### config.mk
export PLATFORM = sky130hd
export DESIGN_NAME = alu_operand_regfile
export DESIGN_NICKNAME = d
export VERILOG_FILES = /design/src/rtl/alu_operand_regfile.sv
export SDC_FILE = /design/constraint.sdc
export NUM_CORES = 1
export LEC_CHECK = 0
export ABC_CLOCK_PERIOD_IN_PS = 13170
export CAP_MARGIN = 40
export CORE_ASPECT_RATIO = 0.9
export CORE_MARGIN = 2
export CORE_UTILIZATION = 65
export CTS_BUF_LIST = sky130_fd_sc_hd__clkbuf_16
export CTS_CLUSTER_DIAMETER = 50
export CTS_CLUSTER_SIZE = 28
export DETAILED_ROUTE_END_ITERATION = 10
export PLACE_DENSITY = 0.85
export SETUP_SLACK_MARGIN = 0.05
export SLEW_MARGIN = 25
export SYNTH_ARGS = -nofsm -noshare
export SYNTH_HDL_FRONTEND = slang
export SYNTH_SLANG_ARGS = --single-unit
### constraint.sdc
create_clock -name clk -period 13.17 [get_ports clk]
set_input_delay 3.2925 -clock clk [delete_from_list [all_inputs] [get_ports clk]]
set_output_delay 3.2925 -clock clk [all_outputs]
set_load 0.01 [all_outputs]
### src/rtl/alu_operand_regfile.sv
// Register file feeding the ALU operands: r0 hardwired to zero, sequential clear sweep after reset.
// Optional write-through forwarding to the read ports is enabled by defining REGFILE_WRITE_BYPASS_EN.
module alu_operand_regfile #(
    parameter int DATA_W   = 32,
    parameter int NUM_REGS = 16,
    parameter int ADDR_W   = 4
) (
    input  logic              clk,
    input  logic              reset,
    input  logic              wrEn,
    input  logic [ADDR_W-1:0] wrAddr,
    input  logic [DATA_W-1:0] wrData,
    input  logic [ADDR_W-1:0] rdAddr1,
    input  logic [ADDR_W-1:0] rdAddr2,
    output logic [DATA_W-1:0] rdData1,
    output logic [DATA_W-1:0] rdData2,
    output logic              ready
);

    typedef enum logic {CLEAR, RUN} stateT;

    // clrCnt carries one extra bit so the terminal compare never aliases on wrap
    localparam logic [ADDR_W:0] LAST_IDX = (ADDR_W+1)'(NUM_REGS - 1);

    stateT             state;
    stateT             stateNext;
    logic [ADDR_W:0]   clrCnt;
    logic [ADDR_W:0]   clrCntNext;
    logic              readyNext;
    logic [DATA_W-1:0] regs [NUM_REGS];

    always_ff @(posedge clk) begin
        if (reset) begin
            state  <= CLEAR;
            clrCnt <= '0;
            ready  <= 1'b0;
        end else begin
            state  <= stateNext;
            clrCnt <= clrCntNext;
            ready  <= readyNext;
        end
    end

    always_comb begin
        stateNext  = state;
        clrCntNext = clrCnt;
        readyNext  = ready;
        case (state)
            CLEAR: begin
                clrCntNext = clrCnt + (ADDR_W+1)'(1);
                if (clrCnt == LAST_IDX) begin
                    stateNext = RUN;
                    readyNext = 1'b1;
                end
            end
            RUN: begin
                stateNext = RUN;
            end
            default: begin
                stateNext = CLEAR;
            end
        endcase
    end

    // Register contents are left alone on reset edges; the sweep clears them afterwards
    always_ff @(posedge clk) begin
        if (!reset) begin
            if (state == CLEAR) begin
                regs[clrCnt[ADDR_W-1:0]] <= '0;
            end else if (wrEn && (wrAddr != '0)) begin
                regs[wrAddr] <= wrData;
            end
        end
    end

    always_comb begin
        rdData1 = '0;
        rdData2 = '0;
        if ((state == RUN) && !reset) begin
            if (rdAddr1 != '0) rdData1 = regs[rdAddr1];
            if (rdAddr2 != '0) rdData2 = regs[rdAddr2];
`ifdef REGFILE_WRITE_BYPASS_EN
            if (wrEn && (wrAddr != '0) && (rdAddr1 == wrAddr)) rdData1 = wrData;
            if (wrEn && (wrAddr != '0) && (rdAddr2 == wrAddr)) rdData2 = wrData;
`endif
        end
    end

endmodule

# Word-level counts from Yosys, hierarchy flattened
# Memory sizes are Yosys's and may differ from the RTL's.
# Cells that the tools add are included.
dict set report word_totals {
  reg_bits 7
  input_bits 47
  ramBits 512
  wordCells 31
  memories 1
  out_inout_bits 65
}
# memory words width rd rd_ports_with_merged_regs write_ports line_no
set memory_table {}
lappend memory_table {regs 16 32 2 0 1 30} ;# logic [DATA_W-1:0] regs [NUM_REGS];
dict set report op_classes {
  reduce_logical 8
  add_sub_neg 1
  eq_ne 1
  bitwise_logic 1
  mux 16
}
# op count
set ops {}
lappend ops {{2-to-1 mux 32 bit} 5}
lappend ops {{OR reduction 32 bit} 1}
lappend ops {{nonzero test 4 bit} 3}
lappend ops {{2-to-1 mux 1 bit} 9}
lappend ops {{adder 5 x 1 -> 5 bit, second input constant} 1}
lappend ops {{== test 5 x 4 -> 1 bit, second input constant} 1}
lappend ops {{2-to-1 mux 4 bit} 1}
lappend ops {{logical AND 1 bit} 2}
lappend ops {{one-hot mux 1 bit (2 select lines)} 1}
lappend ops {{AND reduction 2 bit} 1}
lappend ops {{zero test 1 bit} 1}
lappend ops {{NOT 1 bit} 1}

# Longest topological paths before layout
dict set report logic_depth {
  ltp_word 8
  mapped_depth 6
  ltp_nobuf 6
}

# Worst setup path before layout
# OpenSTA, ideal clock, no wires.
dict set report synth_timing {
  path_kind {in2out}
  startpoint {in rdAddr1[0]}
  endpoint {out rdData1[10]}
  t_required_ps 9877
  path_stages 5
  path_buffers 2
  arrival_time_ps 4457
  slack_ps 5420
  cell_sequence {buf_6 > buf_2 > mux4_2 > a22oi_1 > o21ai_1}
}
dict set report synth_via {
  elab_chain_cells 3
  word_cells_on_any_way 4
  cone_classes {2 x mux; 1 x reduce/logical; 1 x memory}
}
# item line_no
set synth_rtl {}
lappend synth_rtl {{start: declaration} 13} ;# input logic [ADDR_W-1:0] rdAddr1,
lappend synth_rtl {{memory read (16 x 32 bit) or nonzero test 4 bit (tied branches)} --}
lappend synth_rtl {{2-to-1 mux 32 bit *} 80} ;# if (rdAddr1 != '0) rdData1 = regs[rdAddr1];
lappend synth_rtl {{2-to-1 mux 32 bit *} 79} ;# if ((state == RUN) && !reset) begin
lappend synth_rtl {{end: declaration} 15} ;# output logic [DATA_W-1:0] rdData1,
# Mark *: on every way between the ends. The rest lies on a longest branch, timed or not.

# Final worst setup path
dict set report layout_timing {
  startpoint {in rdAddr2[0]}
  endpoint {out rdData2[24]}
}
dict set report layout_via {
  elab_chain_cells 3
  word_cells_on_any_way 4
  cone_classes {2 x mux; 1 x reduce/logical; 1 x memory}
}
# item line_no
set layout_rtl {}
lappend layout_rtl {{start: declaration} 14} ;# input logic [ADDR_W-1:0] rdAddr2,
lappend layout_rtl {{memory read (16 x 32 bit) or nonzero test 4 bit (tied branches)} --}
lappend layout_rtl {{2-to-1 mux 32 bit *} 81} ;# if (rdAddr2 != '0) rdData2 = regs[rdAddr2];
lappend layout_rtl {{2-to-1 mux 32 bit *} 79}
lappend layout_rtl {{end: declaration} 16} ;# output logic [DATA_W-1:0] rdData2,
# Marked as above.

==> qor.csv <==
metric;value;unit
nets;1314;
fin_setup_tns;0;ns
clock_latency;0.57;ns
grt_usage;33.36;%
worst_slew_pin_slew;0.9340;ns
slew_violations;0;
initial_core_util;66.21;%
core_area;0.03625;sq mm
fin_crit_sh;72.09;%
power.density;123.2;mW/mm^2
grt_start_max_net_pins;56;
cap_violations;0;
grt_pass1_vias;14296;
port_buffers;111;
status;finished clean;
core.rowCount;66;
yosysWarnings;0;
die_w;206.6;microns
maxSlewHeadroom;37.74;%
hold_class;flip-flop to flip-flop;
postSynth.asyncResetShare;0;%
cts_resized;0;
setup_viol;0;
cts_tree;built;
finalCriticalPeriod;9.494;ns
post_drt_wl_per_cell;35.28;microns
cts_root_buffer;clkbuf_16;
syn-cell-area;0.02400;sq mm
die_area;0.03848;sq mm
ctsHoldBuffers;0;
syn_avg_cell_area;20.51;sq um
grt_pass1_wl;91700;microns
ios;112;
critical-path-slowest-cell;buf_4;
htree_num_levels;2;
gp_congestion;0.8186;
cp.arrival;6.20;ns
synth.top_cell.area_share;64.06;%
irDropWorstVdd;0.1319;mV
numCtsBuffers;39;
area_growth_syn_to_layout;13.06;%
skew;0.02983;ns
syn-num-nets;1219;
cp_max_fo;55;
synth_top_cell_by_area;edfxtp_1;
synth-seq-cells;519;
ys_types;39;
post_cts_buffers;0;
synth_area_leaders;edfxtp_1 64%, mux4_2 24%, mux2i_1 2.7%, a22oi_1 2.1%, o21ai_1 1.4%;
drt_iter0_drc;1841;
required;9.88;ns
drt-vias-per-instance;7.796;
synthCells;1170;
clkTransAtPathRegs;0.06;ns
synth_flop_cell;edfxtp_1;
cts_buffer_depth;3;
path_class;primary input to output port;
start_kind;primary input;
die_y;186.3;microns
cp_cell_sequence;buf_6, buf_4, buf_12, mux4_2, a22oi_1, o21ai_1, clkdlybuf4s50_1;
p_leak;9.420;nW
synth_edf_count;512;
endpoint_kind;output port;
antenna_left;0;
yosysSeqAreaShare;64.64;%
drive_gt1_share;30.27;%
critPathMaxStageDelay;0.55;ns
hpwl;33200;microns
drt_wl_total;62510;microns
rsz0062_at_grt;no;
antenna_found_initial;1;
route.detailed.drc;0;
vias;13815;
overflow;0;
finalHoldViolations;0;
drtPass1Iterations;7;
power;3.342;mW
clock_sinks;519;
timing.fmax;0.1053;GHz
layer usage:
layer / GRT usage, % / up-vias / wire length [microns] / share of wire, %
li1: - / 5308 / - / -
met1: 46.35 / 7178 / 21630 / 35
met2: 53.68 / 1151 / 31500 / 50
met3: 7.230 / 178 / 7263 / 12
met4: 11.15 / 0 / 2118 / 3.4
met5: 0 / - / 0 / 0
cells in the final DEF, fill, tap and decap left out, drive strengths merged, types with 3 or more instances in the layout:
cell type and instances:
a21oi 11, a22oi 67, a32oi 3, and3 33, buf 45, bufinv 5
clkbuf 41, clkdlybuf4s50 105, clkinv 13, dfxtp 7, edfxtp 512, inv 17
mux2i 65, mux4 256, nand3b 3, nor2 10, nor2b 3, nor3 8
o21ai 66
sequential cells by signal, indices dropped and copies added (netlist names):
signal  flops
regs      512
clrCnt      5
ready       1
state       1
critical path: cells and delay by family:
family / cells / cell delay, ns
AOI/OAI and AO/OA: 2 / 0.36
buffers and inverters: 4 / 1.88
muxes: 1 / 0.52
final cells by class:
class,count,area (sq um)
timing repair buffer,150,1509
clock inverter,30,436.7
inverter,5,18.77
fill,1907,9116
tap,476,595.6
multi-input combinational,550,8033
sequential,519,15510
antenna,1,2.502
clock buffer,41,1026
synthesized netlist by cell type (all sizes together) (2+ instances only):
cell and n:
or3 2, nand2 2, mux4 256, xor2 2
nand3b 3, dfxtp 7, a22oi 67, nor3 8
inv 5, a21oi 11, o21ai 66, and3 33
nor4bb 2, edfxtp 512, a32oi 3, nor2b 3
mux2i 65, nor2 10, buf 70, clkbuf 26
and4b 2, ha 2
per-stage QoR:
step           cell area, sq um  utilization [%]  std cells  hold WS (ns)  worst slack [ns]
2_1_floorplan             24000                -       1170        0.4544             5.420
3_3_place_gp              25520            70.40       1694        0.4740             3.577
3_5_place_dp              25670            70.81       1700        0.4818             3.667
4_1_cts                   27130            74.85       1771        0.5005             3.671
5_1_grt                   27130            74.85       1771        0.5189             3.501
6_report                  27140            74.85       1772        0.4905             3.676
path summary, 6_finish.rpt:
check                   from     endpoint  slack, ns  cells after the start
setup / recovery  rdAddr2[0]  rdData2[24]       3.68                      7
hold / removal     clrCnt[4]    clrCnt[4]       0.49                      2
setup reg to reg       state   regs[6][2]       9.76                      4
hold reg to reg    clrCnt[4]    clrCnt[4]       0.49                      2
logic make-up (layout without fill, tap and decap cells):
kind of cell / Yosys count / count (layout) / share of synthesized area, %
adder cells (fa/ha/maj): 2 / 2 / 0.1042
flip-flops: 519 / 519 / 64.64
AND/OR/NAND/NOR: 73 / 73 / 1.840
XOR/XNOR: 3 / 3 / 0.1095
multiplexers: 321 / 321 / 26.73
other: 0 / 1 / 0
buffers and inverters: 101 / 226 / 2.627
AO/OA/AOI/OAI: 151 / 151 / 3.946
power breakdown:
group          internal [mW]  switching [mW]
sequential              1.81         0.00943
clock                  0.702           0.629
combinational         0.0935           0.102
total                   2.60           0.740
No activity file was read; power rests on OpenSTA's default activity.
